### src/rtl/ca90_item_pkg.sv
// ============================================================================
//  Module      : ca90_item_pkg
//  Description : Shared types for the CA90 item generator. Defines the
//                controller state encoding used by ca90_item_gen.
//  Revision    : 1.0 - initial release
// ============================================================================
`default_nettype none

package ca90_item_pkg;

  // Controller states: wait for a request, iterate CA90, present result.
  typedef enum logic [1:0] {
    ST_IDLE = 2'd0,
    ST_STEP = 2'd1,
    ST_OUT  = 2'd2
  } state_e;

endpackage

`default_nettype wire

### src/rtl/fixed_ca90_unit.sv
// ============================================================================
//  Module      : fixed_ca90_unit
//  Description : One combinational CA90 (rule 90) step on a cyclic vector:
//                o_hv[i] = i_hv[(i+ShiftAmt) mod D] ^ i_hv[(i-ShiftAmt) mod D]
//  Ports       : i_hv  - input vector (Dimension bits)
//                o_hv  - vector after one CA90 step (Dimension bits)
//  Revision    : 1.0 - initial release
// ============================================================================
`default_nettype none

module fixed_ca90_unit #(
  parameter int Dimension = 512,
  parameter int ShiftAmt  = 1
) (
  input  logic [Dimension-1:0] i_hv,
  output logic [Dimension-1:0] o_hv
);

  // Index arithmetic is resolved at elaboration; each output bit is a
  // single XOR of two fixed input bits.
  for (genvar gi = 0; gi < Dimension; gi++) begin : g_bit
    assign o_hv[gi] = i_hv[(gi + ShiftAmt) % Dimension]
                    ^ i_hv[(gi + Dimension - ShiftAmt) % Dimension];
  end

endmodule

`default_nettype wire

### src/rtl/ca90_item_gen.sv
// ============================================================================
//  Module      : ca90_item_gen
//  Description : Produces item hypervectors as CA90^idx(base). The last
//                generated state is cached so that a request for an index at
//                or above the cached one only iterates the difference.
//  Ports       : clk_i / rst_i      - clock, synchronous active-high reset
//                base_hv_i          - base hypervector
//                base_update_i      - pulse: base changed, drop the cache
//                req_valid_i/ready_o/idx_i - request handshake and index
//                item_valid_o/ready_i/hv_o - result handshake and vector
//                busy_o             - high while stepping or presenting
//  Revision    : 1.0 - initial release
// ============================================================================
`default_nettype none

module ca90_item_gen
  import ca90_item_pkg::*;
#(
  parameter  int HVDimension = 512,
  parameter  int ShiftAmt    = 1,
  parameter  int NumItems    = 1024,
  localparam int IdxWidth    = $clog2(NumItems)
) (
  input  logic                   clk_i,
  input  logic                   rst_i,
  input  logic [HVDimension-1:0] base_hv_i,
  input  logic                   base_update_i,
  input  logic                   req_valid_i,
  output logic                   req_ready_o,
  input  logic [IdxWidth-1:0]    req_idx_i,
  output logic                   item_valid_o,
  input  logic                   item_ready_i,
  output logic [HVDimension-1:0] item_hv_o,
  output logic                   busy_o
);

  state_e                 r_fsm,       w_fsm_nxt;
  logic [HVDimension-1:0] r_state_hv,  w_state_hv_nxt;
  logic [IdxWidth-1:0]    r_cur_idx,   w_cur_idx_nxt;
  logic [IdxWidth-1:0]    r_rem,       w_rem_nxt;
  logic                   r_cache_vld, w_cache_vld_nxt;
  logic [HVDimension-1:0] w_step_hv;
  logic                   w_incr;

  fixed_ca90_unit #(
    .Dimension (HVDimension),
    .ShiftAmt  (ShiftAmt)
  ) u_ca90 (
    .i_hv (r_state_hv),
    .o_hv (w_step_hv)
  );

  // The cached state can be reused only if it is still derived from the
  // current base and lies at or below the requested index.
  assign w_incr = r_cache_vld && !base_update_i && (req_idx_i >= r_cur_idx);

  always_comb begin
    w_fsm_nxt       = r_fsm;
    w_state_hv_nxt  = r_state_hv;
    w_cur_idx_nxt   = r_cur_idx;
    w_rem_nxt       = r_rem;
    w_cache_vld_nxt = r_cache_vld;

    // A base change always invalidates the cache; the reload branch below
    // re-validates it when the new base is captured in the same cycle.
    if (base_update_i) begin
      w_cache_vld_nxt = 1'b0;
    end

    case (r_fsm)
      ST_IDLE: begin
        if (req_valid_i) begin
          if (w_incr) begin
            w_rem_nxt = req_idx_i - r_cur_idx;
          end else begin
            w_state_hv_nxt  = base_hv_i;
            w_cur_idx_nxt   = '0;
            w_rem_nxt       = req_idx_i;
            w_cache_vld_nxt = 1'b1;
          end
          w_fsm_nxt = (w_rem_nxt == '0) ? ST_OUT : ST_STEP;
        end
      end
      ST_STEP: begin
        w_state_hv_nxt = w_step_hv;
        w_cur_idx_nxt  = r_cur_idx + IdxWidth'(1);
        w_rem_nxt      = r_rem - IdxWidth'(1);
        if (r_rem == IdxWidth'(1)) begin
          w_fsm_nxt = ST_OUT;
        end
      end
      ST_OUT: begin
        if (item_ready_i) begin
          w_fsm_nxt = ST_IDLE;
        end
      end
      default: begin
        w_fsm_nxt = ST_IDLE;
      end
    endcase
  end

  always_ff @(posedge clk_i) begin
    if (rst_i) begin
      r_fsm       <= ST_IDLE;
      r_state_hv  <= '0;
      r_cur_idx   <= '0;
      r_rem       <= '0;
      r_cache_vld <= 1'b0;
    end else begin
      r_fsm       <= w_fsm_nxt;
      r_state_hv  <= w_state_hv_nxt;
      r_cur_idx   <= w_cur_idx_nxt;
      r_rem       <= w_rem_nxt;
      r_cache_vld <= w_cache_vld_nxt;
    end
  end

  assign req_ready_o  = (r_fsm == ST_IDLE);
  assign item_valid_o = (r_fsm == ST_OUT);
  assign busy_o       = (r_fsm == ST_STEP) || (r_fsm == ST_OUT);
  assign item_hv_o    = r_state_hv;

endmodule

`default_nettype wire

### config.mk
export PLATFORM = sky130hd
export DESIGN_NAME = ca90_item_gen
export DESIGN_NICKNAME = d
export VERILOG_FILES = /design/src/rtl/ca90_item_pkg.sv /design/src/rtl/fixed_ca90_unit.sv /design/src/rtl/ca90_item_gen.sv
export SDC_FILE = /design/constraint.sdc
export NUM_CORES = 2
export LEC_CHECK = 0
export CORE_AREA = 4 4 399 401
export CTS_BUF_LIST = sky130_fd_sc_hd__clkbuf_4
export CTS_CLUSTER_SIZE = 10
export DETAILED_ROUTE_END_ITERATION = 10
export DIE_AREA = 0 0 403 405
export HOLD_SLACK_MARGIN = 0.15
export SETUP_SLACK_MARGIN = 0.4
export SLEW_MARGIN = 20
export SYNTH_ARGS = -nofsm -noshare
export SYNTH_HDL_FRONTEND = slang
export SYNTH_SLANG_ARGS = --single-unit
### constraint.sdc
create_clock -name clk_i -period 3.3 [get_ports clk_i]
set_clock_uncertainty 0.05 [all_clocks]
set_input_delay 0.495 -clock clk_i [delete_from_list [all_inputs] [get_ports clk_i]]
set_output_delay 0.495 -clock clk_i [all_outputs]
set_load 0.005 [all_outputs]
# Word level (Yosys, flattened, before mapping)

Cells that the tools add are included.

Bits in registers: 535
Bits of input ports: 527
Word-level logic and storage cells: 558

Add/sub/neg operators: 3
Magnitude comparators: 1
Eq/ne operators: 7
Mux-type cells: 20
Bitwise operators: 512
Reduce and logical (&&, ||, !) cells: 10

Operator list:

| cell                                                 | number |
|---|---|
| 2-to-1 mux 512 bit                                   | 2 |
| case mux 512 bit (2 select lines)                    | 1 |
| XOR 1 bit                                            | 512 |
| 2-to-1 mux 10 bit                                    | 6 |
| case mux 10 bit (2 select lines)                     | 2 |
| adder 10 x 1 -> 10 bit, second input constant        | 1 |
| equality test 10 x 1 -> 1 bit, second input constant | 1 |
| >= comparator 10 bit                                 | 1 |
| zero test 10 bit                                     | 1 |
| subtractor 10 x 1 -> 10 bit, second input constant   | 1 |
| subtractor 10 bit                                    | 1 |
| 2-to-1 mux 2 bit                                     | 4 |
| != test 2 bit, second input constant                 | 3 |
| case mux 2 bit (3 select lines)                      | 1 |
| AND reduction 3 bit                                  | 2 |
| 2-to-1 mux 1 bit                                     | 4 |
| equality test 2 x 1 -> 1 bit, second input constant  | 1 |
| equality test 2 bit, second input constant           | 1 |
| logical AND 1 bit                                    | 2 |
| zero test 2 bit                                      | 1 |
| != test 2 x 1 -> 1 bit, second input constant        | 1 |
| AND reduction 2 bit                                  | 1 |
| nonzero test 2 bit                                   | 1 |
| zero test 1 bit                                      | 1 |
| logical OR 1 bit                                     | 1 |

# Longest topological paths before layout

Depth in word-level cells: 10
Mapped depth: 13
Mapped depth without buffers: 11

# Cells and area by module

Synthesis repeated with hierarchy kept, for this count alone.

Cell total of the unflattened synthesis: 3038
Area, all modules: 30369.1 sq um

By module, submodules not included:

| module          | instances | cells an instance | area each (sq um) | seq. area each (sq um) |
|---|---|---|---|---|
| ca90_item_gen   | 1         | 2526              | 25884.8           | 10710.3 |
| fixed_ca90_unit | 1         | 512               | 4484.3            | 0.0 |

# Least setup slack after synthesis

No wires, ideal clock.

Path type: input to register
Start point: input port req_idx_i[0]
End point: register r_fsm[1]
Setup time: 0.116 ns
Data arrival time: 2.837 ns
Required time: 3.134 ns
Path slack: 0.297 ns
Cell stages on the path: 11
Cells stage by stage: inv_1 -> ha_1 -> inv_1 -> fa_1 -> a21o_1 -> a221oi_2 -> or4b_2 -> nand4_1 -> nor4_1 -> a41o_1 -> a41o_1

Word-level cells in the longest chain between the ends: 9

RTL lines:

| what                                | RTL line             | text |
|---|---|---|
| start: declaration                  | ca90_item_gen.sv:30  | `input logic [IdxWidth-1:0] req_idx_i,` |
| >= comparator 10 bit                | ca90_item_gen.sv:55  | `assign w_incr = r_cache_vld && !base_update_i && (req_idx_i >= r_cur_idx);` |
| logical AND 1 bit                   | ca90_item_gen.sv:55  |  |
| 2-to-1 mux 10 bit (*)               | ca90_item_gen.sv:73  | `if (w_incr) begin` |
| 2-to-1 mux 10 bit (*)               | ca90_item_gen.sv:72  | `if (req_valid_i) begin` |
| 2-to-1 mux 10 bit (*)               | ca90_item_gen.sv:70  | `case (r_fsm)` |
| zero test 10 bit (*)                | ca90_item_gen.sv:81  | `w_fsm_nxt = (w_rem_nxt == '0) ? ST_OUT : ST_STEP;` |
| 2-to-1 mux 2 bit (*)                | ca90_item_gen.sv:81  |  |
| 2-to-1 mux 2 bit (*)                | ca90_item_gen.sv:72  |  |
| case mux 2 bit (3 select lines) (*) | ca90_item_gen.sv:70  |  |
| end signal: assignment              | ca90_item_gen.sv:111 | `r_fsm <= w_fsm_nxt;` |
| end: declaration                    | ca90_item_gen.sv:37  | `state_e r_fsm, w_fsm_nxt;` |

Mark *: on every way between the ends. The rest lies on a longest branch, timed or not. The select of a mux whose other input is x is not followed.
A chain may end at the register's enable or synchronous reset.

# Worst setup path in the final report

Start point: input port req_idx_i[5]
End point: register r_state_hv[211] (netlist: item_hv_o[211])

Word-level cells in the longest chain between the ends: 4

RTL lines:

| what                                 | RTL line             | text |
|---|---|---|
| >= comparator 10 bit                 | ca90_item_gen.sv:55  |  |
| logical AND 1 bit                    | ca90_item_gen.sv:55  |  |
| != test 2 bit (no source line)       | -                    |  |
| AND reduction 3 bit (no source line) | -                    |  |
| end signal: assignment               | ca90_item_gen.sv:112 | `r_state_hv <= w_state_hv_nxt;` |
| end: declaration                     | ca90_item_gen.sv:38  | `logic [HVDimension-1:0] r_state_hv, w_state_hv_nxt;` |

Every way passes these cells.

==> out/qor.txt <==
max-cap viol count: 0
#FFs+latches synth: 535
grt ovf: 0
antenna-violating nets left: 0
relative slew slack: 37.7%
Async SR Flop Fraction: 0%
syn nets: 4147
Placer Congestion: 0.942
WS Path Type: input port to flip-flop
clk slew on worst S/H paths: 0.06 ns
die area: 163000 sq um
Synth area leader: dfxtp_1
Gate Count Post-Synth: 3603
Worst Path Required: 4.19 ns
final worst-path cycle share: 92.1%
Switching Share: 40.9%
Synth warnings: 0
multi-input logic area: 18100 sq um
Pwr Density: 601 nW/um^2
Cell Rows: 145
initial antenna violation count: 18
minimum clock period: 3.04 ns
cell total after placement: 6545
WL per Instance: 20.7 um
RSZ-0062 raised after global routing: true
chip height: 405 um
Hold WS: 0.370 ns
CP arrival: 3.93 ns
count leader, synth: nor2_1
first-pass GRT wire length: 209 mm
final net count: 5768
vias in the first global route: 31900
final setup margin: 0.261 ns
clock share of power: 21.2%
Layout area overhead: 83.4%
setup TNS: 0 ns
Reg area: 10800 sq um
utilization after layout: 33.2%
fill count: 15900
register area share after synthesis: 38.0%
Switch Pwr: 12.7 mW
CP top delay family: buffers and inverters
pre-CTS setup slack: -0.417 ns
Area contributors post-synth: dfxtp_1 (38%), xnor2_1 (16%), nor2_1 (14%)
Crit-path slowest cell: dlygate4sd3_1
HPWL after DPL: 109 mm
status: finished, final reports clean
final instance area: 51700 sq um
core area: 156000 sq um
layout cell share with drive strength beyond 1: 16.8%
min-delay worst type: input port to flip-flop
CTS root buffer: clkbuf_4
max-slew violation count: 0
crit end category: flip-flop
post-synth top area share: 38.0%
Placed Instance Area: 41200 sq um
Remaining DRCs: 0
Unique masters post-synth: 52
starting density of the core: 18.1%
total power: 31.1 mW
largest net degree at the start of global routing: 162
Die Span X: 403 um
Pleak: 18.1 nW
Hold Violations, Final: 0
peak supply drop: 0.274 mV
f_max: 0.329 GHz
clk sink count: 535
Vias per Instance: 4.53
Ports: 1042
Netlist Area Pre-Place: 28200 sq um
Max FO, Critical Path: 13
Startpoint Class: input port
CTS tree: done
final setup vio count: 0
Post-synth top flop: dfxtp_1
drt pass-1 iters: 5
GR Util All Layers: 16.8%
Worst-Margin Slew: 0.935 ns
initial DRC count: 2507
Max clock buf depth: 3
top cells by count, synth: nor2_1 (1044), dfxtp_1 (535), a21oi_1 (533), xnor2_1 (523), a211oi_1 (512)
slowest stage delay, CP: 0.57 ns
Seq pwr share: 31.9%
WL final: 154 mm
number of synthesized flops with an enable pin: 0
port bufs: 1041
via count: 33600
worst-skew pair later-pin latency: 1.15 ns
Worst Path Buf+Inv: 6
total CTS buffers: 165
H-tree depth: 4
worst path cell trace: dlygate4sd3_1 > clkdlybuf4s50_1 > ha_1 > and3_4 > nand4_1 > a2111o_1 > a31oi_4 > buf_12 > buf_16 > bufbuf_16 > buf_4 > a211oi_2 > a21oi_1 > nor2_1
Non-Filler Instances: 7419
Avg Cell Area, Syn: 7.82 sq um
Cell Int Power: 18.4 mW
Comb pwr share: 46.9%
==> power by group through the flow <==
stage / Sequential, mW / Combinational [mW] / Clock [mW]
after floorplan: 9.35 / 6.52 / 0
after global placement: 9.93 / 11.6 / 0
after detailed placement: 9.95 / 11.7 / 0
after CTS: 9.85 / 12.4 / 6.84
after global routing: 10.0 / 15.7 / 7.22
final: 9.91 / 14.6 / 6.61
==> state kept, by name, indices dropped and copies added (netlist names) <==
register,count
r_rem,10
item_hv_o,512
r_cache_vld,1
r_cur_idx,10
r_fsm,2
==> placed cells by master (no fill, tap or decap), drive strengths merged, types with 6 or more instances in the layout <==
| cell type | instances |
|---|---|
| o211ai | 6 |
| clkinv | 45 |
| nand2 | 22 |
| inv | 30 |
| a211oi | 512 |
| diode | 20 |
| nor2 | 1044 |
| dlygate4sd3 | 517 |
| clkbuf | 253 |
| dfxtp | 535 |
| a21oi | 533 |
| nor3 | 6 |
| clkdlybuf4s50 | 958 |
| o21ai | 13 |
| xnor2 | 523 |
| ha | 16 |
| buf | 165 |
| dlygate4sd2 | 76 |
| nand3 | 7 |
| nor4 | 7 |
==> kinds of logic (layout without fill, tap and decap cells) <==
kind of cell | Yosys count | in the layout | share of synthesized area [%]
adders and majority gates | 17 | 17 | 0.781
and+or+nand+nor | 1116 | 1116 | 15.3
DFF | 535 | 535 | 38.0
other | 0 | 20 | 0
muxes | 7 | 7 | 0.266
AOI/OAI and AO/OA | 1090 | 1090 | 24.3
xor gates and xnor gates | 526 | 526 | 16.3
buffers and inverters | 312 | 2050 | 5.00
==> worst register-to-register path, delay by kind of cell (launching register included) <==
kind,cells,cell delay [ns]
compound gates,6,1.15
fa+ha+maj,2,0.47
buf+inv,6,0.83
flops,1,0.37
simple gates,1,0.10
==> area by class of cell <==
| class | count | share of cell area, % |
|---|---|---|
| diodes | 20 | 0.0968 |
| clock buffers | 227 | 3.30 |
| clock inverters | 57 | 0.554 |
| inverters | 20 | 0.145 |
| multi-input cells | 2756 | 35.0 |
| flip-flops and latches | 535 | 21.0 |
| well taps | 2058 | 4.98 |
| repair buffers | 1746 | 35.0 |
==> worst paths after layout <==
kind | from | cells after the start | slack [ns] | to
worst min-delay path | req_idx_i[0] | 4 | 0.37 | r_rem[0]
worst max-delay path | req_idx_i[5] | 14 | 0.26 | item_hv_o[211]
worst min register to register | r_rem[8] | 2 | 0.43 | r_rem[8]
worst max register to register | r_cur_idx[0] | 15 | 0.32 | item_hv_o[107]
==> timing repair <==
action | 4_1_cts | 5_1_grt
resized for setup | 199 | 446
setup buffers | 3 | 14
gates cloned | 2 | 35
pin swaps | 6 | 35
hold buffers | 517 | 0
hold endpoints to repair | 535 | 0
setup endpoints to repair | 526 | 498
==> metal layers <==
layer,share of wire [%],up-vias,GRT usage (%),wire length [um]
li1,-,15800,-,-
met3,6.5,361,3.90,10000
met5,0.0059,-,0,9
met4,4.8,2,8.24,7380
met1,39,16100,19.3,60000
met2,50,1379,29.2,76100
Power figures use the tool's default switching activity.
